===== config.mk =====
export PLATFORM = sky130hd
export DESIGN_NAME = inta_sequencer
export DESIGN_NICKNAME = d
export VERILOG_FILES = /design/src/rtl/inta_sequencer.sv
export SDC_FILE = /design/constraint.sdc
export NUM_CORES = 1
export LEC_CHECK = 0
export CAP_MARGIN = 0
export CELL_PAD_IN_SITES_DETAIL_PLACEMENT = 1
export CELL_PAD_IN_SITES_GLOBAL_PLACEMENT = 2
export CORE_MARGIN = 3
export CORE_UTILIZATION = 32
export DETAILED_ROUTE_END_ITERATION = 10
export PLACE_DENSITY = 0.87
export SLEW_MARGIN = 10
export SYNTH_ARGS = -nofsm -noshare
export SYNTH_HDL_FRONTEND = slang
export SYNTH_SLANG_ARGS = --single-unit

===== constraint.sdc =====
create_clock -name clk -period 2.4 [get_ports clk]
set_input_delay 0.48 -clock clk [delete_from_list [all_inputs] [get_ports clk]]
set_output_delay 0.48 -clock clk [all_outputs]
set_load 0.01 [all_outputs]

===== src/rtl/inta_sequencer.sv =====
// inta_sequencer
// Generates the two-pulse interrupt-acknowledge handshake of an 8080/8259
// style interrupt controller. When the synchronised INT line is high and the
// CPU interrupt-enable flag is set, inta_n is driven low twice: INTA_LOW clk
// cycles each, with INTA_GAP high cycles between them. The controller's data
// bus is sampled on the last edge of the second pulse. That byte is offered
// to the consumer through a valid/ready handshake. The block then waits for
// INT to drop, so that one INT assertion yields exactly one vector.
//
// Ports
//   clk        in   single clock, rising-edge active
//   reset_n    in   asynchronous active-low reset
//   int_req    in   INT from the interrupt controller (asynchronous to clk)
//   if_enable  in   CPU interrupt-enable flag, only sampled in IDLE
//   data_in    in   [7:0] controller data bus, captured at end of pulse 2
//   inta_n     out  registered active-low acknowledge strobe
//   vec_valid  out  captured vector available
//   vec_data   out  [7:0] captured vector, stable while vec_valid=1
//   vec_ready  in   consumer accepts the vector when vec_valid=1
//   busy       out  high whenever the FSM is not in IDLE
//
// Legal parameter range: INTA_LOW 1..15, INTA_GAP 1..15.

module inta_sequencer #(
  parameter int unsigned INTA_LOW = 2,
  parameter int unsigned INTA_GAP = 2
) (
  input  logic       clk,
  input  logic       reset_n,
  input  logic       int_req,
  input  logic       if_enable,
  input  logic [7:0] data_in,
  output logic       inta_n,
  output logic       vec_valid,
  output logic [7:0] vec_data,
  input  logic       vec_ready,
  output logic       busy
);

  localparam logic [2:0] S_IDLE    = 3'd0;
  localparam logic [2:0] S_PULSE1  = 3'd1;
  localparam logic [2:0] S_GAP     = 3'd2;
  localparam logic [2:0] S_PULSE2  = 3'd3;
  localparam logic [2:0] S_DELIVER = 3'd4;
  localparam logic [2:0] S_RELEASE = 3'd5;

  // Counter reload values. Each phase lasts load+1 cycles, because the
  // phase-ending edge is the one on which the counter is already zero.
  localparam logic [3:0] LOW_LOAD = 4'(INTA_LOW - 1);
  localparam logic [3:0] GAP_LOAD = 4'(INTA_GAP - 1);

  logic       sync1_q;
  logic       sync2_q;
  logic       int_s;

  logic [2:0] state_q, state_d;
  logic [3:0] cnt_q, cnt_d;
  logic       inta_n_q, inta_n_d;
  logic       vec_valid_q, vec_valid_d;
  logic [7:0] vec_data_q, vec_data_d;

  // int_req is asynchronous to clk, so only this two-flop synchronised copy
  // is used internally. This is why a start can happen no earlier than the
  // third edge after INT rises.
  always_ff @(posedge clk or negedge reset_n) begin
    if (!reset_n) begin
      sync1_q <= 1'b0;
      sync2_q <= 1'b0;
    end else begin
      sync1_q <= int_req;
      sync2_q <= sync1_q;
    end
  end

  assign int_s = sync2_q;

  // Next-state logic. inta_n is computed together with the state change, so
  // the registered strobe switches on the same edge that the FSM enters or
  // leaves a pulse. After IDLE, neither int_s nor if_enable is examined until
  // RELEASE. A sequence that has started therefore always runs to
  // completion.
  always_comb begin
    state_d     = state_q;
    cnt_d       = cnt_q;
    inta_n_d    = inta_n_q;
    vec_valid_d = vec_valid_q;
    vec_data_d  = vec_data_q;

    case (state_q)
      S_IDLE: begin
        inta_n_d = 1'b1;
        if (int_s && if_enable) begin
          state_d  = S_PULSE1;
          cnt_d    = LOW_LOAD;
          inta_n_d = 1'b0;
        end
      end

      S_PULSE1: begin
        if (cnt_q == 4'd0) begin
          state_d  = S_GAP;
          cnt_d    = GAP_LOAD;
          inta_n_d = 1'b1;
        end else begin
          cnt_d = cnt_q - 4'd1;
        end
      end

      S_GAP: begin
        if (cnt_q == 4'd0) begin
          state_d  = S_PULSE2;
          cnt_d    = LOW_LOAD;
          inta_n_d = 1'b0;
        end else begin
          cnt_d = cnt_q - 4'd1;
        end
      end

      S_PULSE2: begin
        if (cnt_q == 4'd0) begin
          state_d     = S_DELIVER;
          inta_n_d    = 1'b1;
          vec_valid_d = 1'b1;
          vec_data_d  = data_in;
        end else begin
          cnt_d = cnt_q - 4'd1;
        end
      end

      S_DELIVER: begin
        if (vec_ready) begin
          state_d     = S_RELEASE;
          vec_valid_d = 1'b0;
        end
      end

      S_RELEASE: begin
        if (!int_s) begin
          state_d = S_IDLE;
        end
      end

      default: begin
        state_d     = S_IDLE;
        cnt_d       = 4'd0;
        inta_n_d    = 1'b1;
        vec_valid_d = 1'b0;
      end
    endcase
  end

  // State registers. Reset is asynchronous, so that a reset in the middle of
  // a pulse releases inta_n immediately and drops any vector that is not yet
  // complete.
  always_ff @(posedge clk or negedge reset_n) begin
    if (!reset_n) begin
      state_q     <= S_IDLE;
      cnt_q       <= 4'd0;
      inta_n_q    <= 1'b1;
      vec_valid_q <= 1'b0;
      vec_data_q  <= 8'h00;
    end else begin
      state_q     <= state_d;
      cnt_q       <= cnt_d;
      inta_n_q    <= inta_n_d;
      vec_valid_q <= vec_valid_d;
      vec_data_q  <= vec_data_d;
    end
  end

  assign inta_n    = inta_n_q;
  assign vec_valid = vec_valid_q;
  assign vec_data  = vec_data_q;
  assign busy      = (state_q != S_IDLE);

endmodule


### Word level (Yosys, flattened, before mapping)

Cells that the tools add are included.
Widths: inputs -> output; s select.

| word-level totals | value |
|---|---|
| bits in registers | 19 |
| input port bits | 13 |
| output and inout port bits | 11 |

| operators by class | value |
|---|---|
| add/sub/neg operators | 1 |
| eq/ne operators | 13 |
| mux-type cells | 17 |
| bitwise operators | 2 |
| reduce and logical (&&, ||, !) cells | 13 |

Operators by type and width:

| kind | number |
|---|---|
| $mux 3 | 6 |
| $pmux 3 s6 | 1 |
| $pmux 4 s4 | 1 |
| $ne 2x2->1 const B | 7 |
| $mux 4 | 3 |
| $reduce_and 3->1 | 3 |
| $eq 3x2->1 const B | 2 |
| $eq 3x3->1 const B | 2 |
| $reduce_and 6->1 | 1 |
| $reduce_or 2->1 | 3 |
| $logic_not 4->1 | 1 |
| $mux 1 | 4 |
| $pmux 1 s4 | 1 |
| $reduce_or 4->1 | 1 |
| $sub 4x1->4 const B | 1 |
| $eq 3x1->1 const B | 1 |
| $logic_not 3->1 | 1 |
| $pmux 1 s3 | 1 |
| $reduce_bool 3->1 | 1 |
| $ne 2x1->1 const B | 1 |
| $not 1->1 | 2 |
| $reduce_and 2->1 | 1 |
| $logic_and 1x1->1 | 1 |

### Logic depth before layout (Yosys ltp)

Gate-level depths: netlist (run 1).

| depth | value |
|---|---|
| depth after elaboration | 4 |
| depth in mapped cells | 5 |

### Least setup slack after synthesis (run 1)

Ideal clock, no wire load.

| timing path | value |
|---|---|
| kind | flip-flop to flip-flop |
| from | register cnt_q[0] |
| to | register inta_n_q, in the netlist inta_n |
| library setup time | 89 ps |
| data arrival time | 1484 ps |
| data required time | 2311 ps |
| setup slack | 827 ps |
| cell stages (with the launch flop) | 6 |
| path buffers | 0 |
| clock period less this slack | 1573 ps |
| path through | dfrtp_1 > inv_1 > ha_1 > or3b_4 > a2111oi_4 > nor4_1 |

| between the ends | value |
|---|---|
| cells in the longest elaborated chain, start to end | 3 |

RTL lines:

| what | RTL line | RTL |
|---|---|---|
| start: declaration | 57 | `logic [3:0] cnt_q, cnt_d;` |
| start signal: assignment | 164 | `cnt_q <= cnt_d;` |
| $logic_not 4->1 * | 100, 110, 120 |  |
| $ne 2x1->1 (no line) or $ne 2x2->1 (tied branches) | -- |  |
| $reduce_and 3->1 (no line) * | -- |  |
| end signal: assignment | 165 | `inta_n_q <= inta_n_d;` |
| end: declaration | 58 | `logic inta_n_q, inta_n_d;` |

Every way passes the cells marked *; elsewhere a longest branch is shown, timed or not.
A chain may end at the register's enable or synchronous reset.

### Worst setup path in the final report (run 1)

| timing path | value |
|---|---|
| from | register state_q[1] |
| to | output port busy |

| between the ends | value |
|---|---|
| cells in the longest elaborated chain, start to end | 1 |

RTL lines:

| what | RTL line | RTL |
|---|---|---|
| start: declaration | 56 | `logic [2:0] state_q, state_d;` |
| start signal: assignment | 163 | `state_q <= state_d;` |
| $reduce_bool 3->1 | 174 | `assign busy = (state_q != S_IDLE);` |
| end: declaration | 37 | `output logic busy` |

Every way passes these cells.

==> impl_metrics.csv, run 1 <==
group,metric,value,unit
synth,synth_xor_area_share,1.87,%
global_route,grt_pass1_vias,782,
cts,clock_path_buffers,2,
synth,synth.net_count,95,
global_route,grt_first_pass_wirelength,3630,microns
die,start_util,35.5,%
sta,rsz0062_at_grt,"no",
routing,wl,2130,microns
synth,synth_edf_count,0,
synth,synth-compound-area-share,15.7,%
pwr,finalPower,1.61,mW
cts,clkTransAtPathRegs,0.12,ns
final_layout,fin_util,46.9,%
routing,num_vias,718,
synth,syn-cell-area,935,sq um
die,fp.dieH,60.0,microns
worst_hold_path,hold_class,"reg -> reg",
critical_path,required,1.92,ns
pwr,p_clk_share,10.4,%
critical_path,cpMaxStageDelayCell,"dfrtp_1",
critical_path,timing.critical_path.cells,"or3_1, clkdlybuf4s50_1",
critical_path,critical_path_class,"reg -> out",
final_layout,fin_cells,137,
sta,fin_crit_sh,90.9,%
routing,drt_first_pass_iters,4,
synth,synthAdderAreaFrac,1.34,%
final_layout,nFillCells,294,
run_status,status,"complete, no violations",
global_route,grt_usage,13.6,%
die,fp.dieW,60.0,microns
sta,holdWs,0.379,ns
routing,drt-vias-per-instance,5.24,
placement,routabilityCongestion,0.762,
cts,cts_tree,"done",
die,ios,24,
pwr,swShare,37.8,%
synth,syn_area_per_cell,11.5,sq um
critical_path,critPathTopFamily,"flip-flops",
critical_path,cp-start-kind,"flop",
critical_path,max_stage_delay,0.52,ns
synth,synth-simple-area-share,16.1,%
critical_path,cp.arrival,1.70,ns
sta,period_needed,2.18,ns
routing,route.detailed.drc,0,
critical_path,cp_num_buf_inv,1,
placement,dp_cells,133,
routing,drtIter0Drc,16,
sta,finalHoldViolCount,0,
synth,synth_warnings,0,
sta,finalSetupTns,0,ns
sta,slew_headroom,72.1,%
sta,max_slew.worst_pin.slew,0.416,ns
sta,slew_violations,0,
cts,clock_sinks,19,
sta,finalSetupViolCount,0,
pwr,powerDensity,1300,mW/mm^2
synth,synth_seq_cells,19,
cts,ctsHoldBuffers,0,
global_route,grt_max_degree,20,
placement,portBuffers,23,
global_route,grt_antenna_before_repair,0,
job,cap_violations,0,
cts,ctsResizeCount,0,
pwr,p_sw,0.607,mW
placement,dp_hpwl,1640,microns
synth,synth_top_family_by_area,"simple AND/OR/NAND/NOR gates",
pwr,leakage,0.501,nW
routing,ant_nets,0,
global_route,grt_overflow_total,0,
final_layout,final_cell_mix,"clkdlybuf4s50_1 (23), dfrtp_1 (18), mux2_2 (8)",
final_layout,syn2layout_area_growth,32.1,%
sta,fin_skew,0.0100,ns
synth,synth_cells,81,
cts,clk_latency,0.30,ns
cts,post_cts_buffers,0,
pwr,power.internal,1.00,mW
sta,fmax,0.459,GHz
final_layout,diodes,0,
cts,h-tree-depth,1,
synth,async_reset_ff_share,100,%
synth,ys_types,30,
pwr,vdd_drop_max,631,uV
critical_path,crit_fanout,12,
critical_path,worst_setup_path_end_kind,"output pin",
pwr,combPwrFrac,52.1,%
die,core,0.00264,sq mm
cts,cts_root_buf,"clkbuf_4",
synth,synth_flop_cell,"dfrtp_1",
final_layout,layout-drive-gt1-share,19.6,%
synth,ys_seq_area_share,51.0,%
final_layout,final_common_cell,"clkdlybuf4s50_1",
die,dieArea,0.00361,sq mm
die,placementRows,18,
cts,numCtsBuffers,3,
routing,wire_per_inst,15.5,microns
synth,muxShareOfSynthArea,10.7,%
pwr,pwr-share-seq,37.5,%
final_layout,nets,122,
-- worst register-to-register path, stage by stage (launching register included) --
cell and delay, ns:
dfrtp_1 0.42, inv_1 0.11, ha_1 0.25, or3b_4 0.44, a2111oi_4 0.35, nor4_1 0.10
-- state kept, by name (all words and copies together) (netlist names) --
name,cells
inta_n,1
vec_valid,1
int_s,1
state_q,3
vec_data,8
sync1_q,1
cnt_q,4
-- routing by layer --
layer	global-route usage, %	wire length, microns	part of all wire [%]	vias to the layer above
li1	-	-	-	347
met1	16.7	925	43	351
met2	22.4	1050	49	20
met3	6.70	153	7.2	0
met4	0.949	0	0	0
met5	0	0	0	-
-- power by group through the flow --
stage          combinational (mW)  sequential (mW)  clock, mW
6_report                    0.838            0.603      0.167
5_1_grt                     0.943            0.624      0.193
4_1_cts                     0.855            0.605      0.176
3_5_place_dp                0.845            0.614          0
3_3_place_gp                0.822            0.601          0
2_1_floorplan               0.507            0.604          0
-- kinds of logic after synthesis --
kind of cell,count (synthesis)
AOI/OAI and AO/OA,19
muxes,9
adders and majority gates,1
and+or+nand+nor,23
DFF,19
xor gates and xnor gates,2
buffers and inverters,8
-- synthesized netlist by cell type (3+ instances only) --
| cell | n | share of area, % |
|---|---|---|
| a21oi_1 | 3 | 1.6 |
| dfrtp_1 | 18 | 48 |
| inv_1 | 5 | 2.0 |
| o21ai_0 | 7 | 3.7 |
| nand2_1 | 3 | 1.2 |
| mux2_2 | 8 | 9.6 |
| nor2b_1 | 4 | 2.7 |
| nor4_1 | 3 | 2.0 |
-- through the flow --
| stage | area [sq um] | worst slack (ns) |
|---|---|---|
| global route | 1230 | 0.132 |
| detailed placement | 1200 | 0.540 |
| floorplan | 935 | 0.827 |
| finish | 1230 | 0.219 |
| global placement | 1200 | 0.557 |
| CTS | 1230 | 0.191 |
-- worst paths after layout --
check	start	end	slack (ns)	depth (start not counted)
max in group asynchronous	reset_n	inta_n	1.64	2
setup / recovery	state_q[1]	busy	0.22	2
setup reg to reg	cnt_q[0]	inta_n	0.66	5
hold / removal	sync1_q	int_s	0.38	0
hold reg to reg	sync1_q	int_s	0.38	0
min in group asynchronous	reset_n	vec_data[0]	0.50	2
-- layout make-up --
type / instances / area [sq um] / area share, %
Tap cell: 30 / 37.5 / 3.04
Inverter: 5 / 18.8 / 1.52
Clock buffer: 3 / 22.5 / 1.82
Sequential cell: 19 / 477 / 38.6
Clock inverter: 1 / 7.51 / 0.608
Timing Repair Buffer: 25 / 245 / 19.9
Multi-Input combinational cell: 54 / 427 / 34.5
Power figures use the tool's default switching activity.
==> run 2, diff against run 1 <==
--- a/config.mk
+++ b/config.mk
@@ -8,7 +8,7 @@
 export CAP_MARGIN = 0
 export CELL_PAD_IN_SITES_DETAIL_PLACEMENT = 1
 export CELL_PAD_IN_SITES_GLOBAL_PLACEMENT = 2
-export CORE_MARGIN = 3
+export CORE_MARGIN = 10
 export CORE_UTILIZATION = 32
 export DETAILED_ROUTE_END_ITERATION = 10
 export PLACE_DENSITY = 0.87
==> run 2 against run 1 <==
Compared with the run above:
- highest routed layer unchanged
- total power increased by 0.90%
- final area increased by 0.10%
- first-iteration DRC count rose to 2.8 times the previous value
- clock skew fell by 0.0082 ns
- combinational power increased by 1%
- worst setup slack got worse by 0.025 ns
==> impl_metrics.csv, run 2 (same netlist as run 1, synthesis figures left out) <==
group,metric,value,unit
cts,clock_path_buffers,2,
routing,drt-vias-per-instance,5.26,
global_route,grt_max_degree,20,
worst_hold_path,hold_end,"int_s",
routing,drt_first_pass_iters,4,
routing,ant_nets,0,
cts,h-tree-depth,1,
final_layout,fin_cells,138,
sta,finalHoldViolCount,0,
cts,cts_tree,"done",
placement,portBuffers,23,
sta,fin_skew,0.00184,ns
placement,dp_cells,134,
sta,fin_crit_sh,91.9,%
placement,routabilityCongestion,0.749,
sta,slew_violations,0,
final_layout,nets,122,
final_layout,final_cell_mix,"clkdlybuf4s50_1 (23), dfrtp_1 (18), mux2_2 (8)",
job,cap_violations,0,
cts,post_cts_buffers,0,
sta,finalSetupTns,0,ns
final_layout,final_common_cell,"clkdlybuf4s50_1",
final_layout,syn2layout_area_growth,32.3,%
cts,ctsResizeCount,0,
die,fp.dieH,74.0,microns
critical_path,r2r_start,"cnt_q[0]",
sta,max_slew.worst_pin.slew,0.426,ns
global_route,grt_antenna_before_repair,0,
critical_path,crit_fanout,12,
global_route,grt_first_pass_wirelength,3950,microns
critical_path,reg2reg_depth,5,
cts,clkTransAtPathRegs,0.12,ns
global_route,grt_overflow_total,0,
critical_path,reg2reg_slack,0.66,ns
cts,clk_latency,0.30,ns
critical_path,cp-start-kind,"flop",
routing,num_vias,726,
pwr,vdd_drop_max,696,uV
sta,fmax,0.453,GHz
final_layout,layout-drive-gt1-share,19.6,%
run_status,status,"complete, no violations",
critical_path,worst_setup_path_end_kind,"output pin",
worst_hold_path,hold_class,"reg -> reg",
routing,wire_per_inst,16.9,microns
sta,slew_headroom,71.4,%
pwr,leakage,0.501,nW
routing,wl,2340,microns
final_layout,diodes,0,
sta,finalSetupViolCount,0,
die,ios,24,
final_layout,largest_reg_flops,8,
critical_path,rr_endpoint,"inta_n",
sta,rsz0062_at_grt,"no",
die,core,0.00278,sq mm
placement,dp_hpwl,1770,microns
global_route,grt_usage,8.99,%
global_route,grt_pass1_vias,816,
cts,numCtsBuffers,3,
critical_path,required,1.92,ns
cts,clock_sinks,19,
die,fp.dieW,74.0,microns
pwr,powerDensity,1310,mW/mm^2
critical_path,critical_path_class,"reg -> out",
cts,cts_root_buf,"clkbuf_4",
critical_path,cp.arrival,1.73,ns
final_layout,fin_util,44.4,%
routing,drtIter0Drc,44,
routing,route.detailed.drc,0,
die,dieArea,0.00548,sq mm
cts,ctsHoldBuffers,0,
die,start_util,33.6,%
worst_hold_path,hold_start,"sync1_q",
sta,period_needed,2.21,ns
worst_hold_path,hold_depth,0,
die,placementRows,19,
==> run 2: cell counts in the layout (fill, tap and decap cells not counted) <==
Identical to the previous run, type by type.
==> run 2: worst max-delay path, cell delays in order, from the launching register on <==
cell and delay [ns]:
dfrtp_1 0.52, or3_1 0.41, clkdlybuf4s50_1 0.49
==> run 2: area by class of cell <==
type	instances	area [sq um]
fillers	312	1550
flip-flops and latches	19	477
multi-input cells	54	427
repair buffers	25	245
well taps	31	38.8
clock buffers	3	22.5
inverters	5	18.8
clock inverters	1	7.51
==> run 2: metrics by stage <==
| step | setup WS [ns] | cell area (sq um) | hold WS, ns | power [mW] |
|---|---|---|---|---|
| after floorplan | 0.827 | 935 | 0.184 | 1.11 |
| after global placement | 0.556 | 1210 | 0.333 | 1.43 |
| after detailed placement | 0.534 | 1210 | 0.354 | 1.46 |
| after CTS | 0.180 | 1240 | 0.382 | 1.65 |
| after global routing | 0.0901 | 1240 | 0.394 | 1.78 |
| final | 0.194 | 1240 | 0.376 | 1.62 |
==> run 2: how the worst max path moves through the flow <==
stage,end,from,slack [ns]
global placement,busy,state_q[1],0.56
detailed placement,busy,state_q[1],0.53
CTS,busy,state_q[1],0.18
global route,busy,state_q[1],0.09
finish,busy,state_q[1],0.19
floorplan,inta_n,cnt_q[0],0.83
==> run 2: layer usage <==
metal / wire [microns] / global-route usage, % / up-vias
met4: 0 / 1.04 / 0
met5: 0 / 0 / -
met2: 1120 / 14.5 / 20
li1: - / - / 350
met3: 241 / 5.72 / 0
met1: 972 / 10.1 / 356
==> run 2: power breakdown <==
group / switching, mW / leakage (nW) / internal (mW)
Clock: 0.107 / 0.0139 / 0.0634
Combinational: 0.377 / 0.261 / 0.469
Sequential: 0.138 / 0.226 / 0.469
Total: 0.621 / 0.501 / 1.00
==> run 3, diff against run 2 <==
--- a/config.mk
+++ b/config.mk
@@ -16,3 +16,4 @@
 export SYNTH_ARGS = -nofsm -noshare
 export SYNTH_HDL_FRONTEND = slang
 export SYNTH_SLANG_ARGS = --single-unit
+export TNS_END_PERCENT = 50
==> results of run 3 <==
Same layout as run 2: the final DEF is identical, and so are final timing and power.
